**config.mk**
```make
export PLATFORM = sky130hd
export DESIGN_NAME = if_id_fetch_stage_flat
export DESIGN_NICKNAME = d
export VERILOG_FILES = /design/src/rtl/if_id_fetch_stage_if.sv /design/src/rtl/if_id_fetch_stage.sv /design/src/flat_wrapper.sv
export SDC_FILE = /design/constraint.sdc
export NUM_CORES = 1
export LEC_CHECK = 0
export ABC_CLOCK_PERIOD_IN_PS = 2500
export BUFFER_PORTS_ARGS = -buffer_cell sky130_fd_sc_hd__buf_2
export CAP_MARGIN = 20
export CORE_ASPECT_RATIO = 1.4
export CORE_MARGIN = 5
export CORE_UTILIZATION = 47
export CTS_CLUSTER_SIZE = 20
export DETAILED_ROUTE_END_ITERATION = 8
export GPL_TIMING_DRIVEN = 0
export MAX_ROUTING_LAYER = met4
export PLACE_DENSITY_LB_ADDON = 0.3
export SETUP_SLACK_MARGIN = 0.15
export SLEW_MARGIN = 40
export SYNTH_ARGS = -nofsm -noshare
export SYNTH_HDL_FRONTEND = slang
export SYNTH_SLANG_ARGS = --single-unit
export TNS_END_PERCENT = 20
```
**constraint.sdc**
```tcl
create_clock -name clk -period 2.5 [get_ports clk]
set_input_delay 0.125 -clock clk [delete_from_list [all_inputs] [get_ports clk]]
set_output_delay 0.125 -clock clk [all_outputs]
set_load 0.005 [all_outputs]
```
**src/rtl/if_id_fetch_stage_if.sv**
```systemverilog
// if_id_fetch_stage_if
//   Bundle of the signals exchanged between the fetch stage and its
//   surroundings: the hazard unit, EX-stage branch resolution, the
//   instruction memory and the decode stage.
//
// Handshake semantics (the only flow control on this bundle):
//   - if_id_valid qualifies if_id_pc/if_id_inst. 1 means a real fetched
//     instruction. 0 means a bubble whose if_id_inst is the NOP word.
//   - stall acts as an inverted ready from the downstream side. While it
//     is 1 at a rising edge (and branch_taken is 0), the IF/ID contents
//     and the PC do not move. A held IF/ID word is presented again, not
//     consumed twice.
//   - branch_taken is a single-cycle command sampled at the rising edge.
//     It needs no acknowledgement and always wins over stall.
//   - imem_addr -> imem_rdata is a same-cycle combinational read.
//
// Modports:
//   master : fetch-stage side. Drives imem_addr, IF/ID, counters, mode.
//   slave  : environment side. Drives stall, branch_*, imem_rdata.
//
// mode is a debug view of the per-cycle mode selected at the next edge:
//   0 = advance, 1 = stall, 2 = flush.

interface if_id_fetch_stage_if #(
  parameter int PC_W = 64
);
  logic            stall;
  logic            branch_taken;
  logic [PC_W-1:0] branch_target;
  logic [PC_W-1:0] imem_addr;
  logic [31:0]     imem_rdata;
  logic [PC_W-1:0] if_id_pc;
  logic [31:0]     if_id_inst;
  logic            if_id_valid;
  logic [31:0]     stall_count;
  logic [31:0]     flush_count;
  logic [1:0]      mode;

  modport master (
    input  stall,
    input  branch_taken,
    input  branch_target,
    input  imem_rdata,
    output imem_addr,
    output if_id_pc,
    output if_id_inst,
    output if_id_valid,
    output stall_count,
    output flush_count,
    output mode
  );

  modport slave (
    output stall,
    output branch_taken,
    output branch_target,
    output imem_rdata,
    input  imem_addr,
    input  if_id_pc,
    input  if_id_inst,
    input  if_id_valid,
    input  stall_count,
    input  flush_count,
    input  mode
  );
endinterface

```
**src/rtl/if_id_fetch_stage.sv**
```systemverilog
// if_id_fetch_stage
//   Instruction-fetch stage plus IF/ID pipeline register of the five-stage
//   RISC-V core. Owns the PC, presents it to instruction memory, and
//   latches the fetched word and its PC into IF/ID.
//
// Ports:
//   clk   : single clock, all state moves on its rising edge.
//   rst_n : asynchronous active-low reset.
//   bus   : if_id_fetch_stage_if.master
//             in : stall, branch_taken, branch_target, imem_rdata
//             out: imem_addr, if_id_pc, if_id_inst, if_id_valid,
//                  stall_count, flush_count, mode (debug)
//
// Per-cycle behaviour is one of three modes, by priority:
//   flush   (branch_taken)        : PC <- target & ~3, IF/ID <- bubble
//   stall   (stall, !branch_taken): PC and IF/ID hold
//   advance (otherwise)           : IF/ID <- {PC, imem_rdata}, PC <- PC + 4
// Both event counters saturate at all-ones.

module if_id_fetch_stage #(
  parameter int              PC_W     = 64,
  parameter logic [PC_W-1:0] RESET_PC = '0,
  parameter logic [31:0]     NOP_INST = 32'h0000_0013
) (
  input  logic                 clk,
  input  logic                 rst_n,
  if_id_fetch_stage_if.master  bus
);

  localparam logic [1:0] MODE_ADVANCE = 2'd0;
  localparam logic [1:0] MODE_STALL   = 2'd1;
  localparam logic [1:0] MODE_FLUSH   = 2'd2;

  localparam logic [PC_W-1:0] PC_STEP  = PC_W'(4);
  localparam logic [PC_W-1:0] LOW_MASK = PC_W'(3);
  localparam logic [31:0]     CNT_MAX  = 32'hFFFF_FFFF;

  // Registered state
  logic [PC_W-1:0] pc_q;
  logic [PC_W-1:0] if_id_pc_q;
  logic [31:0]     if_id_inst_q;
  logic            if_id_valid_q;
  logic [31:0]     stall_count_q;
  logic [31:0]     flush_count_q;

  // Next-state values
  logic [1:0]      mode;
  logic [PC_W-1:0] pc_d;
  logic [PC_W-1:0] if_id_pc_d;
  logic [31:0]     if_id_inst_d;
  logic            if_id_valid_d;
  logic [31:0]     stall_count_d;
  logic [31:0]     flush_count_d;

  // Mode selection: flush beats stall, stall beats advance.
  always_comb begin
    mode = MODE_ADVANCE;
    if (bus.branch_taken) begin
      mode = MODE_FLUSH;
    end else if (bus.stall) begin
      mode = MODE_STALL;
    end
  end

  // Next-state logic
  always_comb begin
    pc_d          = pc_q;
    if_id_pc_d    = if_id_pc_q;
    if_id_inst_d  = if_id_inst_q;
    if_id_valid_d = if_id_valid_q;
    stall_count_d = stall_count_q;
    flush_count_d = flush_count_q;

    case (mode)
      MODE_FLUSH: begin
        // Targets are word aligned; the two low bits are discarded.
        pc_d          = bus.branch_target & ~LOW_MASK;
        if_id_pc_d    = '0;
        if_id_inst_d  = NOP_INST;
        if_id_valid_d = 1'b0;
        if (flush_count_q != CNT_MAX) begin
          flush_count_d = flush_count_q + 32'd1;
        end
      end
      MODE_STALL: begin
        if (stall_count_q != CNT_MAX) begin
          stall_count_d = stall_count_q + 32'd1;
        end
      end
      default: begin
        if_id_pc_d    = pc_q;
        if_id_inst_d  = bus.imem_rdata;
        if_id_valid_d = 1'b1;
        // Modulo 2^PC_W: the carry out of the top bit is dropped.
        pc_d          = pc_q + PC_STEP;
      end
    endcase
  end

  // State register
  always_ff @(posedge clk or negedge rst_n) begin
    if (!rst_n) begin
      pc_q          <= RESET_PC;
      if_id_pc_q    <= '0;
      if_id_inst_q  <= NOP_INST;
      if_id_valid_q <= 1'b0;
      stall_count_q <= '0;
      flush_count_q <= '0;
    end else begin
      pc_q          <= pc_d;
      if_id_pc_q    <= if_id_pc_d;
      if_id_inst_q  <= if_id_inst_d;
      if_id_valid_q <= if_id_valid_d;
      stall_count_q <= stall_count_d;
      flush_count_q <= flush_count_d;
    end
  end

  // Outputs: imem_addr is the PC register itself, no extra delay.
  always_comb begin
    bus.imem_addr   = pc_q;
    bus.if_id_pc    = if_id_pc_q;
    bus.if_id_inst  = if_id_inst_q;
    bus.if_id_valid = if_id_valid_q;
    bus.stall_count = stall_count_q;
    bus.flush_count = flush_count_q;
    bus.mode        = mode;
  end

endmodule

```
**src/flat_wrapper.sv**
```systemverilog
// flat-port wrapper written by rule: the top's interface ports become plain ports
module if_id_fetch_stage_flat 
#(
  parameter int              PC_W     = 64,
  parameter logic [PC_W-1:0] RESET_PC = '0,
  parameter logic [31:0]     NOP_INST = 32'h0000_0013
)
  (clk, rst_n, bus_stall, bus_branch_taken, bus_branch_target, bus_imem_rdata, bus_imem_addr, bus_if_id_pc, bus_if_id_inst, bus_if_id_valid, bus_stall_count, bus_flush_count, bus_mode);
  if_id_fetch_stage_if #(.PC_W(PC_W)) bus_i ();
  input  logic clk;
  input  logic rst_n;
  input wire logic [$bits(bus_i.stall)-1:0] bus_stall;
  input wire logic [$bits(bus_i.branch_taken)-1:0] bus_branch_taken;
  input wire logic [$bits(bus_i.branch_target)-1:0] bus_branch_target;
  input wire logic [$bits(bus_i.imem_rdata)-1:0] bus_imem_rdata;
  output wire logic [$bits(bus_i.imem_addr)-1:0] bus_imem_addr;
  output wire logic [$bits(bus_i.if_id_pc)-1:0] bus_if_id_pc;
  output wire logic [$bits(bus_i.if_id_inst)-1:0] bus_if_id_inst;
  output wire logic [$bits(bus_i.if_id_valid)-1:0] bus_if_id_valid;
  output wire logic [$bits(bus_i.stall_count)-1:0] bus_stall_count;
  output wire logic [$bits(bus_i.flush_count)-1:0] bus_flush_count;
  output wire logic [$bits(bus_i.mode)-1:0] bus_mode;
  assign bus_i.stall = bus_stall;
  assign bus_i.branch_taken = bus_branch_taken;
  assign bus_i.branch_target = bus_branch_target;
  assign bus_i.imem_rdata = bus_imem_rdata;
  assign bus_imem_addr = bus_i.imem_addr;
  assign bus_if_id_pc = bus_i.if_id_pc;
  assign bus_if_id_inst = bus_i.if_id_inst;
  assign bus_if_id_valid = bus_i.if_id_valid;
  assign bus_stall_count = bus_i.stall_count;
  assign bus_flush_count = bus_i.flush_count;
  assign bus_mode = bus_i.mode;
  if_id_fetch_stage #(.PC_W(PC_W), .RESET_PC(RESET_PC), .NOP_INST(NOP_INST)) u_core (.clk(clk), .rst_n(rst_n), .bus(bus_i));
endmodule
```
### After elaboration in Yosys (flattened, before gate mapping)

Index checks and enable logic that the tools add are counted.

* register bits: 225
* input bits: 100
* logic and storage cells: 21

* add/subtract/negate cells: 3
* equality and inequality tests: 4
* multiplexer cells: 6
* reductions and logical operators: 2

Operators with widths (number)
* one-hot mux 64 bit (2 select lines): 2
* adder 32 x 1 -> 32 bit (second input constant): 2
* adder 64 x 3 -> 64 bit (second input constant): 1
* inequality test 32 bit (second input constant): 2
* one-hot mux 32 bit (2 select lines): 1
* AND reduction 2 bit: 2
* equality test 2 x 1 -> 1 bit (second input constant): 1
* equality test 2 bit (second input constant): 1
* 2-to-1 mux 2 bit: 1
* one-hot mux 1 bit (2 select lines): 1
* 2-to-1 mux 1 bit: 1

### Logic depth before layout (Yosys ltp)

* depth after elaboration: 4
* mapped depth: 7
* gate-level depth less buffers: 6

### Least setup slack after synthesis

No wires, ideal clock.

* kind: reg-to-reg
* start point: register u_core.pc_q[14], in the netlist u_core.bus.imem_addr[14]
* end point: register u_core.pc_q[51], in the netlist u_core.bus.imem_addr[51]
* setup time: 0.082 ns
* data arrival time: 2.361 ns
* required time: 2.418 ns
* setup slack: 0.057 ns
* cell stages (with the launch flop): 8
* path buffers: 2
* period minus slack after synthesis: 2.443 ns
* cell sequence: dfrtp_1 > clkbuf_1 > nand3_1 > or4_1 > buf_2 > or4_4 > or3_1 > a31oi_1

* longest elaborated chain between the ends: 2

RTL lines
* from (decl): line if_id_fetch_stage.sv:39 `logic [PC_W-1:0] pc_q;`
* from (signal assigned): line if_id_fetch_stage.sv:110 `pc_q <= pc_d;`
* adder 64 x 3 -> 64 bit: line if_id_fetch_stage.sv:95 `pc_d = pc_q + PC_STEP;`
* one-hot mux 64 bit (2 select lines): line if_id_fetch_stage.sv:74 `case (mode)`

Every way passes these cells.
A chain may end at the register's enable or synchronous reset.

### Worst setup path after layout

* start point: register u_core.pc_q[2], in the netlist u_core.bus.imem_addr[2]
* end point: register u_core.pc_q[61], in the netlist u_core.bus.imem_addr[61]

Same word-level chain as after synthesis.

==> results.py <==
metrics = {
    "status": {
        "status": "complete, no violations",
    },
    "clocking": {
        "cts_tree": "built",
        "root_buffer": "clkbuf_16",
        "clockBufferDepth": 3,
        "cts_num_sinks": 222,
        "clk_latency_ns": 0.51,
        "numCtsBuffers": 23,
        "cts_max_level": 1,
        "clk_pin_slew_ns": 0.06,
    },
    "synth": {
        "synthCells": 1080,
        "yosys.cell_count.top_type": "dfrtp_1",
        "synth.largest_area_cell": "dfrtp_1",
        "synth_cell_types": 52,
        "syn_area_sq_mm": 0.01078,
        "yosys.area.top_type_share_pct": 50.82,
        "synth-seq-cells": 222,
        "syn_avg_cell_area_sq_um": 9.984,
        "yosysSeqAreaShare_pct": 51.55,
        "synthTopCellsByArea": "dfrtp_1 (51%), mux2i_1 (8.4%), nor2_1 (5.0%)",
        "synth-async-reset-ratio_pct": 100.0,
        "synth_enable_flop_cells": 0,
        "yosys_warnings": 0,
        "synth_common_cells": "dfrtp_1 (219), nor2_1 (144), nand2_1 (97), mux2i_1 (91), nand4_1 (57)",
        "ys.flop_type": "dfrtp_1",
    },
    "place": {
        "hpwl_um": 26070,
        "portBuffers": 322,
        "gp_congestion": 0.9154,
        "dp.cells": 1708,
        "dpl_cell_area_sq_mm": 0.01291,
    },
    "sta": {
        "rsz0062_at_grt": "yes",
        "setup_viol": 0,
        "slew_headroom_pct": 43.43,
        "finalHoldViolations": 0,
        "tns_ns": 0,
        "skew_ns": 0.01388,
        "tightest_slew_ns": 0.8486,
        "fmax_mhz": 406.4,
        "final_max_slew_viol_count": 0,
        "finalCritPeriodShare_pct": 98.43,
        "finalCriticalPeriod_ns": 2.461,
    },
    "route": {
        "ant_nets": 0,
        "routed_via_density": 5.569,
        "routed.top_layer": "met4",
        "drt_pre_antenna_iters": 5,
        "met1_length_um": 14580,
        "met3_length_um": 2604,
        "num_vias": 10520,
        "drcViolationCount": 0,
        "routed_wl_um": 37290,
        "wl_per_cell_um": 19.74,
        "wl_met2_um": 18590,
        "first_iter_violations": 620,
    },
    "pwr": {
        "p_per_area_mw_per_mm2": 599.9,
        "p_leak_nw": 7.278,
        "peakVddDrop_mv": 0.7661,
    },
    "worst_setup_path": {
        "critPathLaunchType": "flop",
        "cp.arrival_ns": 2.90,
        "cp.required_ns": 2.94,
        "criticalPathCategory": "flop to flop",
        "critPathCaptureType": "flop",
        "worst-path-max-fanout": 5,
    },
    "global_routing": {
        "grtUsageTotal_pct": 28.37,
        "grt_pass1_wl_um": 58840,
        "grt_overflow_total": 0,
        "grt_pass1_vias": 10730,
        "grt_max_degree": 76,
        "antenna_found_initial": 2,
    },
    "finish": {
        "fillers": 1836,
        "nNetsFinal": 1674,
        "stdcell_area_sq_mm": 0.01512,
        "drive_gt1_share_pct": 30.91,
        "area_growth_syn_to_layout_pct": 40.24,
        "fin_util_pct": 66.88,
        "fin_cells": 1889,
    },
    "die": {
        "coreArea_sq_mm": 0.02261,
        "rows": 65,
        "die-width_um": 138.0,
        "io_pins": 327,
        "die_h_um": 189.2,
        "start_util_pct": 47.69,
        "die-area_sq_mm": 0.02611,
    },
    "run": {
        "maxCapViolCount": 0,
    },
    "worst_hold_path": {
        "hold_path.class": "primary input to asynchronous set/reset pin",
    },
}
[where the power goes]
part	leakage, nW	internal, mW	switching [mW]
registers	2.80	3.89	0.349
clock network	0.335	1.85	1.44
logic	4.14	0.747	0.791
total	7.28	6.49	2.58
[cells by family after synthesis]
| group | share of synthesized area [%] |
|---|---|
| AND/OR/NAND/NOR | 23.03 |
| flip-flops | 51.55 |
| XOR/XNOR | 8.041 |
| multiplexers | 9.074 |
| AO/OA/AOI/OAI | 5.036 |
| buffers and inverters | 2.878 |
| adder cells (fa/ha/maj) | 0.3481 |
| other | 0.03478 |
[worst max-delay path: stages, from the launching register on]
cell,delay [ns]
dfrtp_2,0.40
nand4_1,0.26
or4_4,0.56
or4b_4,0.55
buf_6,0.16
or3_1,0.30
a31oi_1,0.16
[cell type report]
cell class	instances	area, sq um	share of cell area [%]
multi-input combinational	781	5096	33.70
clock buffer	31	625.6	4.137
timing repair buffer	465	2997	19.82
antenna	3	7.507	0.04964
inverter	22	82.58	0.5461
tap	301	376.6	2.490
clock inverter	8	72.57	0.4799
sequential	222	5595	37.00
buffer	56	269.0	1.779
[placed cells by master (no fill, tap or decap), drive strengths merged, types with 3 or more instances in the layout]
cell         synthesis  final
or4                 15     15
nor2               144    144
clkinv               1      5
xor2                43     43
or3                 13     13
inv                 21     21
and2                 5      5
nor3b                3      3
ha                   3      3
nand4b               3      3
nor4                29     29
o21a                 3      3
a31oi               13     13
dfstp                3      3
mux2i               91     91
nor3                34     34
clkbuf              39     68
nand4               59     59
buf                 17    389
clkinvlp             0      3
and4                13     13
nand2b               3      3
dlygate4sd3          0     95
and3                14     14
a21oi                6      6
nor2b                5      5
a221o                6      6
xnor2               56     56
diode                0      3
dfrtp              219    219
o211ai               4      4
o31ai                3      3
o21ai               47     47
nand2               97     97
mux2                 6      6
nand3               46     46
[routing by layer]
metal | global-route usage [%] | vias to the layer above
li1 | - | 4810
met1 | 33.82 | 5082
met2 | 48.29 | 520
met3 | 4.826 | 108
met4 | 10.95 | 0
met5 | - | -
[flip-flops by register name (all words and copies together), names as in the netlist]
| register | count |
|---|---|
| u_core.bus.imem_addr | 62 |
| u_core.bus.flush_count | 32 |
| u_core.bus.stall_count | 32 |
| u_core.bus.if_id_inst | 32 |
| u_core.bus.if_id_pc | 63 |
| u_core.bus.if_id_valid | 1 |
[worst paths after layout]
path | cells past startpoint | slack, ns | endpoint | from
min in group clk | 3 | 0.14 | u_core.bus.if_id_pc[18] | bus_stall
hold reg to reg | 1 | 0.47 | u_core.bus.if_id_valid | u_core.bus.if_id_valid
setup / recovery | 6 | 0.04 | u_core.bus.imem_addr[61] | u_core.bus.imem_addr[2]
max in group asynchronous | 4 | 1.45 | u_core.bus.stall_count[15] | rst_n
hold / removal | 2 | 0.13 | u_core.bus.if_id_pc[57] | rst_n
setup reg to reg | 6 | 0.04 | u_core.bus.imem_addr[61] | u_core.bus.imem_addr[2]
[repair_timing]
action / 4_1_cts / 5_1_grt
hold endpoints to repair: 258 / 0
setup endpoints to repair: 28 / 60
setup buffers: 17 / 27
hold buffers: 95 / 0
resized for setup: 45 / 27
pin swaps: 19 / 11
[metrics by stage]
stage,hold slack [ns],worst slack [ns],total power [mW]
after floorplan,-0.1706,0.1434,4.851
after global placement,0.3333,-3.047,5.527
after detailed placement,0.05942,-0.5008,5.587
after CTS,0.1046,0.01919,9.043
after global routing,0.1604,0.006662,9.492
final,0.1297,0.03920,9.072
No activity file was read; power rests on OpenSTA's default activity.
